`src/rtl/arm_cpu_pkg.sv`:
```
// Shared types and constants for the multi-cycle ARM control unit: FSM states,
// decoded instruction classes, opcode patterns and ALU operation codes.
package arm_cpu_pkg;

  typedef enum logic [2:0] {
    StFetch,
    StDecode,
    StExecute,
    StMemAccess,
    StWriteback,
    StHalt
  } state_e;

  typedef enum logic [2:0] {
    ClsNone,
    ClsLdur,
    ClsStur,
    ClsRtype,
    ClsCbz,
    ClsB
  } instr_class_e;

  localparam logic [10:0] OpLdur = 11'b11111000010;
  localparam logic [10:0] OpStur = 11'b11111000000;
  localparam logic [10:0] OpAdd  = 11'b10001011000;
  localparam logic [10:0] OpSub  = 11'b11001011000;
  localparam logic [10:0] OpAnd  = 11'b10001010000;
  localparam logic [10:0] OpOrr  = 11'b10101010000;
  // CBZ and B carry immediate bits in the low opcode positions.
  localparam logic [7:0]  OpCbzPrefix = 8'b10110100;
  localparam logic [5:0]  OpBPrefix   = 6'b000101;

  localparam logic [1:0] AluOpAdd   = 2'b00;
  localparam logic [1:0] AluOpPassB = 2'b01;
  localparam logic [1:0] AluOpRtype = 2'b10;

endpackage

```
`src/rtl/multi_cycle_control_if.sv`:
```
// Shared-memory handshake between the control unit (master) and the memory (slave).
interface multi_cycle_control_if;
  logic mem_request;
  logic mem_write;
  logic address_select;
  logic mem_ready;

  modport master (output mem_request, output mem_write, output address_select, input mem_ready);
  modport slave  (input mem_request, input mem_write, input address_select, output mem_ready);
endinterface

```
`src/rtl/opcode_classifier.sv`:
```
// Combinational opcode decode into an instruction class plus an illegal-opcode flag.
module opcode_classifier
  import arm_cpu_pkg::*;
(
  input  logic [10:0]  i_opcode,
  output instr_class_e o_class,
  output logic         o_illegal
);

  always_comb begin
    o_class   = ClsNone;
    o_illegal = 1'b0;
    if (i_opcode == OpLdur) begin
      o_class = ClsLdur;
    end else if (i_opcode == OpStur) begin
      o_class = ClsStur;
    end else if (i_opcode inside {OpAdd, OpSub, OpAnd, OpOrr}) begin
      o_class = ClsRtype;
    end else if (i_opcode[10:3] == OpCbzPrefix) begin
      o_class = ClsCbz;
    end else if (i_opcode[10:5] == OpBPrefix) begin
      o_class = ClsB;
    end else begin
      o_illegal = 1'b1;
    end
  end

endmodule

```
`src/rtl/multi_cycle_control.sv`:
```
// Multi-cycle LEGv8 control FSM: sequences fetch/decode/execute/memory/writeback,
// guards memory waits with a timeout, and counts retired instructions.
module multi_cycle_control
  import arm_cpu_pkg::*;
#(
  parameter int unsigned MEM_TIMEOUT = 255,
  parameter int unsigned COUNT_WIDTH = 32
) (
  input  logic                       i_clock,
  input  logic                       i_reset,
  input  logic [10:0]                i_opcode,
  input  logic                       i_zero_alu,
  multi_cycle_control_if.master      mem_if,
  output logic                       o_ir_write,
  output logic                       o_pc_write,
  output logic                       o_pc_source,
  output logic                       o_reg_to_loc,
  output logic                       o_alu_src,
  output logic                       o_mem_to_reg,
  output logic                       o_reg_write,
  output logic [1:0]                 o_alu_op,
  output logic                       o_halted,
  output logic                       o_illegal_opcode,
  output logic                       o_mem_timeout,
  output logic [COUNT_WIDTH-1:0]     o_retired_count
);

  localparam int unsigned WaitWidth = (MEM_TIMEOUT > 1) ? $clog2(MEM_TIMEOUT + 1) : 1;

  state_e                 r_state;
  instr_class_e           r_class;
  logic [WaitWidth-1:0]   r_wait;
  logic                   r_halted;
  logic                   r_illegal;
  logic                   r_timeout;
  logic [COUNT_WIDTH-1:0] r_retired;

  state_e       w_next;
  instr_class_e w_dec_class;
  logic         w_dec_illegal;
  logic         w_mem_req;
  logic         w_mem_done;
  logic         w_stall;
  logic         w_timeout_hit;
  logic         w_retire;

  opcode_classifier u_classifier (
    .i_opcode  (i_opcode),
    .o_class   (w_dec_class),
    .o_illegal (w_dec_illegal)
  );

  // mem_ready only counts while a request is actually outstanding.
  assign w_mem_req     = (r_state == StFetch) || (r_state == StMemAccess);
  assign w_mem_done    = w_mem_req && mem_if.mem_ready;
  assign w_stall       = w_mem_req && !mem_if.mem_ready;
  assign w_timeout_hit = w_stall && (r_wait == WaitWidth'(MEM_TIMEOUT - 1));

  always_comb begin
    w_next = r_state;
    unique case (r_state)
      StFetch:     if (w_mem_done) w_next = StDecode;
      StDecode:    w_next = w_dec_illegal ? StHalt : StExecute;
      StExecute: begin
        case (r_class)
          ClsLdur, ClsStur: w_next = StMemAccess;
          ClsRtype:         w_next = StWriteback;
          default:          w_next = StFetch;
        endcase
      end
      StMemAccess: if (w_mem_done) w_next = (r_class == ClsStur) ? StFetch : StWriteback;
      StWriteback: w_next = StFetch;
      default:     w_next = StHalt;
    endcase
    if (w_timeout_hit) w_next = StHalt;
  end

  assign w_retire = (w_next == StFetch) && (r_state != StFetch);

  always_ff @(posedge i_clock) begin
    if (i_reset) begin
      r_state   <= StFetch;
      r_class   <= ClsNone;
      r_wait    <= '0;
      r_retired <= '0;
      r_halted  <= 1'b0;
      r_illegal <= 1'b0;
      r_timeout <= 1'b0;
    end else begin
      r_state <= w_next;
      if (w_next != r_state) begin
        r_wait <= '0;
      end else if (w_stall) begin
        r_wait <= r_wait + WaitWidth'(1);
      end
      if (r_state == StDecode) begin
        r_class <= w_dec_class;
        if (w_dec_illegal) r_illegal <= 1'b1;
      end
      if (w_timeout_hit)     r_timeout <= 1'b1;
      if (w_next == StHalt)  r_halted  <= 1'b1;
      if (w_retire)          r_retired <= r_retired + COUNT_WIDTH'(1);
    end
  end

  always_comb begin
    mem_if.mem_request    = 1'b0;
    mem_if.mem_write      = 1'b0;
    mem_if.address_select = 1'b0;
    o_ir_write            = 1'b0;
    o_pc_write            = 1'b0;
    o_pc_source           = 1'b0;
    o_reg_to_loc          = 1'b0;
    o_alu_src             = 1'b0;
    o_mem_to_reg          = 1'b0;
    o_reg_write           = 1'b0;
    o_alu_op              = AluOpAdd;
    unique case (r_state)
      StFetch: begin
        mem_if.mem_request = 1'b1;
        if (mem_if.mem_ready) begin
          o_ir_write = 1'b1;
          o_pc_write = 1'b1;
        end
      end
      StExecute: begin
        case (r_class)
          ClsLdur, ClsStur: o_alu_src = 1'b1;
          ClsRtype:         o_alu_op  = AluOpRtype;
          ClsCbz: begin
            o_reg_to_loc = 1'b1;
            o_alu_op     = AluOpPassB;
            o_pc_write   = i_zero_alu;
            o_pc_source  = 1'b1;
          end
          ClsB: begin
            o_pc_write  = 1'b1;
            o_pc_source = 1'b1;
          end
          default: ;
        endcase
      end
      StMemAccess: begin
        mem_if.mem_request    = 1'b1;
        mem_if.address_select = 1'b1;
        mem_if.mem_write      = (r_class == ClsStur);
        o_reg_to_loc          = (r_class == ClsStur);
      end
      StWriteback: begin
        o_reg_write  = 1'b1;
        o_mem_to_reg = (r_class == ClsLdur);
      end
      default: ;
    endcase
    // No architectural write may slip out while reset is being applied.
    if (i_reset) begin
      o_ir_write       = 1'b0;
      o_pc_write       = 1'b0;
      o_reg_write      = 1'b0;
      mem_if.mem_write = 1'b0;
    end
  end

  assign o_halted         = r_halted;
  assign o_illegal_opcode = r_illegal;
  assign o_mem_timeout    = r_timeout;
  assign o_retired_count  = r_retired;

endmodule

```
`src/flat_wrapper.sv`:
```
// flat-port wrapper written by rule: the top's interface ports become plain ports
module multi_cycle_control_flat import arm_cpu_pkg::*;
#(
  parameter int unsigned MEM_TIMEOUT = 255,
  parameter int unsigned COUNT_WIDTH = 32
)
  (i_clock, i_reset, i_opcode, i_zero_alu, o_ir_write, o_pc_write, o_pc_source, o_reg_to_loc, o_alu_src, o_mem_to_reg, o_reg_write, o_alu_op, o_halted, o_illegal_opcode, o_mem_timeout, o_retired_count, mem_if_mem_request, mem_if_mem_write, mem_if_address_select, mem_if_mem_ready);
  multi_cycle_control_if mem_if_i ();
  input  logic i_clock;
  input  logic i_reset;
  input  logic [10:0] i_opcode;
  input  logic i_zero_alu;
  output logic o_ir_write;
  output logic o_pc_write;
  output logic o_pc_source;
  output logic o_reg_to_loc;
  output logic o_alu_src;
  output logic o_mem_to_reg;
  output logic o_reg_write;
  output logic [1:0] o_alu_op;
  output logic o_halted;
  output logic o_illegal_opcode;
  output logic o_mem_timeout;
  output logic [COUNT_WIDTH-1:0] o_retired_count;
  output wire logic [$bits(mem_if_i.mem_request)-1:0] mem_if_mem_request;
  output wire logic [$bits(mem_if_i.mem_write)-1:0] mem_if_mem_write;
  output wire logic [$bits(mem_if_i.address_select)-1:0] mem_if_address_select;
  input wire logic [$bits(mem_if_i.mem_ready)-1:0] mem_if_mem_ready;
  assign mem_if_mem_request = mem_if_i.mem_request;
  assign mem_if_mem_write = mem_if_i.mem_write;
  assign mem_if_address_select = mem_if_i.address_select;
  assign mem_if_i.mem_ready = mem_if_mem_ready;
  multi_cycle_control #(.MEM_TIMEOUT(MEM_TIMEOUT), .COUNT_WIDTH(COUNT_WIDTH)) u_core (.i_clock(i_clock), .i_reset(i_reset), .i_opcode(i_opcode), .i_zero_alu(i_zero_alu), .mem_if(mem_if_i), .o_ir_write(o_ir_write), .o_pc_write(o_pc_write), .o_pc_source(o_pc_source), .o_reg_to_loc(o_reg_to_loc), .o_alu_src(o_alu_src), .o_mem_to_reg(o_mem_to_reg), .o_reg_write(o_reg_write), .o_alu_op(o_alu_op), .o_halted(o_halted), .o_illegal_opcode(o_illegal_opcode), .o_mem_timeout(o_mem_timeout), .o_retired_count(o_retired_count));
endmodule
```
`config.mk`:
```
export PLATFORM = sky130hd
export DESIGN_NAME = multi_cycle_control_flat
export DESIGN_NICKNAME = d
export VERILOG_FILES = /design/src/rtl/arm_cpu_pkg.sv /design/src/rtl/multi_cycle_control_if.sv /design/src/rtl/opcode_classifier.sv /design/src/rtl/multi_cycle_control.sv /design/src/flat_wrapper.sv
export SDC_FILE = /design/constraint.sdc
export NUM_CORES = 1
export LEC_CHECK = 0
export CAP_MARGIN = 40
export CORE_AREA = 2 2 73 89
export DETAILED_ROUTE_END_ITERATION = 7
export DIE_AREA = 0 0 75 91
export DONT_BUFFER_PORTS = 1
export SLEW_MARGIN = 0
export SYNTH_ARGS = -nofsm -noshare
export SYNTH_HDL_FRONTEND = slang
export SYNTH_SLANG_ARGS = --single-unit
```
`constraint.sdc`:
```
create_clock -name i_clock -period 1.9 [get_ports i_clock]
set_clock_uncertainty 0.05 [all_clocks]
set_input_delay 0.285 -clock i_clock [delete_from_list [all_inputs] [get_ports i_clock]]
set_output_delay 0.285 -clock i_clock [all_outputs]
set_load 0.03 [all_outputs]
```
==> results.toml, run 1 <==
[drt]
drt_iter0_drc = 112
drt_wl_total_um = 7980
via_per_inst = 5.47
drc = 0
drtPass1Iterations = 4
ant_nets = 0
vias = 2733
wl_per_cell_um = 16.0

[worst_setup_path]
required_ns = 2.05
cp_slowest_stage_delay_ns = 0.55
start_kind = "register"
timing.rr.end = "u_core.o_retired_count[27]"
reg2reg_depth = 7
rrSetupSlack_ns = -0.21
slowest_stage = "or4_4"
crit_arrival_ns = 2.26
r2r_start = "u_core.r_state[1]"
path_cells = "and2b_1 -> or4_4 -> o21ai_4 -> clkbuf_16 -> nor4_4 -> xnor2_1 -> nor2_1"
crit_fanout = 6
cp-end-kind = "register"
worstSetupPathType = "reg -> reg"

[clocking]
clk_path_buf_depth = 2
cts.sinks = 49
numCtsBuffers = 5
cts_root_buffer = "clkbuf_8"
cts_tree = "built"
h-tree-depth = 2
clk_latency_ns = 0.31
clk_pin_slew_ns = 0.09

[timing]
post-route-period-util_pct = 111
slew-limit-headroom_pct = 64.2
finalCriticalPeriod_ns = 2.11
worstMarginPinSlew_ns = 0.529
hold_viol_final = 0
fmax_mhz = 474
fin_ws_ns = -0.209
slew_viol_final = 0
rsz0062_at_grt = "yes"
setup-violations-final = 46

[floorplan]
die_h_um = 91
die-area_sq_um = 6830
ioPinCount = 62
die_w_um = 75
core_area_sq_um = 5930
start_util_pct = 44.1
fp-row-count = 31

[placed_design]
routabilityCongestion = 0.814
port_buffers = 0
pre_cts_slack_ns = -0.267
place_inst = 472
dp_hpwl_um = 4970

[global_routing]
grt_max_degree = 47
grt_pass1_vias = 2705
gr-total-overflow = 0
antenna_found_initial = 0
grt.total_usage_pct = 21.9
grt_pass1_wl_um = 11900

[synthesis]
synthesis.instances = 317
synth_fp_nets = 335
synth_top_area_share_pct = 37.5
yosysSeqAreaShare_pct = 37.5
netlist_area_sq_um = 2620
synth_area_leader_cell = "dfxtp_1"
synth_cell_type_count = 50
synth_warnings = 0
synth_seq_cells = 49
synth_area_leaders = "dfxtp_1 38%, nor2_1 9.0%, xnor2_1 8.7%"
avgSynthCellArea_sq_um = 8.25

[flow_run]
max-cap-violations = 0

[worst_hold_path]
whs_endpoint = "u_core.r_state[0]"
hold_path.class = "in -> reg"
min_path_cells = 2
hold_start = "mem_if_mem_ready"

[cells_and_area]
final_cells = 500
drive_gt1_share_pct = 45.5
antennaDiodeCount = 0
final_common_cell = "buf_4"
final_cell_mix = "88 x buf_4, 53 x nor2_1, 41 x dfxtp_1"
num-nets-final = 435
area_delta_synth_final_pct = 60.1
nFillCells = 456

[power_and_ir_drop]
p_leak_nw = 1.47
ir_drop_mv = 0.283
powerDensity_nw_per_um2 = 550

[run_status]
violations = "negative setup slack"
outcome = "complete, but fails checks"
==> through the flow <==
step / total power (W) / hold slack [ns] / area [sq um] / util, % / setup TNS, ns
global route: 0.00239 / 0.120 / 4190 / 70.5 / -8.92
global placement: 0.00141 / 0.306 / 3390 / 57.2 / -5.20
finish: 0.00230 / 0.127 / 4190 / 70.5 / -5.95
detailed placement: 0.00141 / 0.308 / 3390 / 57.2 / -6.27
CTS: 0.00225 / -0.0271 / 3890 / 65.6 / -4.27
floorplan: 0.00130 / 0.436 / 2690 / - / -5.27
==> registers in the layout (all words and copies together) (netlist names) <==
register,cells
u_core.o_halted,1
u_core.o_illegal_opcode,1
u_core.o_mem_timeout,1
u_core.o_retired_count,32
u_core.r_class,3
u_core.r_state,3
u_core.r_wait,8
==> layer usage <==
| layer | vias up | wire length [um] | GRT usage (%) |
|---|---|---|---|
| met5 | - | 0 | 0 |
| met4 | 0 | 171 | 6.99 |
| met1 | 1331 | 3040 | 23.9 |
| met3 | 15 | 347 | 4.66 |
| li1 | 1312 | - | - |
| met2 | 75 | 4420 | 40.4 |
==> synth_stat cells (all sizes together) <==
library cell and n:
nor2b 5, nor2 64, nor3b 1, xor2 13, and3 3, a22oi 1
clkbuf 9, nor4 14, a211oi 3, dfxtp 49, and2b 1, nand2 18
or4 2, nor3 19, nor4bb 3, or4b 1, o21ai 5, a221oi 1
or3b 2, or3 2, nand4 12, and4 3, mux2i 2, o2111ai 1
o21a 3, nand2b 4, nand3b 2, ha 3, inv 6, a21oi 6
nor4b 2, and2 1, buf 6, a2111oi 3, o31ai 2, xnor2 26
a21boi 1, a31oi 1, nand3 17
==> worst max-delay path by stage <==
stage                      start                    endpoint  cells past startpoint
4_1_cts        u_core.r_state[1]                  o_pc_write                      6
3_5_place_dp   u_core.r_state[1]  u_core.o_retired_count[27]                      8
6_report       u_core.r_state[1]  u_core.o_retired_count[27]                      7
5_1_grt        u_core.r_class[2]            u_core.r_wait[1]                      7
2_1_floorplan  u_core.r_state[1]            u_core.r_wait[1]                      7
3_3_place_gp   u_core.r_state[1]            u_core.r_wait[1]                      8
==> cell type report <==
| cell class | count | area [sq um] | share of cell area [%] |
|---|---|---|---|
| multi-input combinational | 247 | 2000 | 47.8 |
| inverter | 6 | 22.5 | 0.538 |
| clock inverter | 2 | 37.5 | 0.897 |
| timing repair buffer | 108 | 942 | 22.5 |
| clock buffer | 6 | 82.6 | 1.97 |
| sequential | 49 | 996 | 23.8 |
| tap | 82 | 103 | 2.45 |
==> power breakdown <==
group          switching, W  internal, W  total (W)
clock              0.000378     0.000429   0.000807
combinational      0.000227     0.000190   0.000418
sequential        0.0000285      0.00105    0.00108
total              0.000634      0.00167    0.00230
==> critical path: cells and delay by family (launching register included) <==
kind,cells,cell delay (ns)
xor gates and xnor gates,1,0.16
DFF,1,0.38
AOI/OAI and AO/OA,1,0.31
and+or+nand+nor,4,0.85
buffers and inverters,1,0.24
==> kinds of logic (layout without fill, tap and decap cells) <==
group / after synthesis / count (layout) / synth area share [%]
xor gates and xnor gates: 39 / 39 / 13.1
muxes: 2 / 2 / 0.766
and+or+nand+nor: 176 / 176 / 34.9
DFF: 49 / 49 / 37.5
buffers and inverters: 21 / 122 / 3.54
AOI/OAI and AO/OA: 27 / 27 / 8.76
adders and majority gates: 3 / 3 / 1.44
==> what timing repair did <==
| action | in CTS | in global routing |
|---|---|---|
| setup buffers | 11 | 6 |
| pin swaps | 18 | 24 |
| hold endpoints to repair | 41 | 41 |
| gates cloned | 1 | 2 |
| endpoints found under the setup margin | 48 | 50 |
| gates resized for setup | 62 | 42 |
(Power assumes the default switching activity.)
==> inputs of run 2 (changes only) <==
- CTS_CLUSTER_DIAMETER: unset -> 80
==> results of run 2 <==
No change in the layout: final DEF, timing and power equal those of run 1.
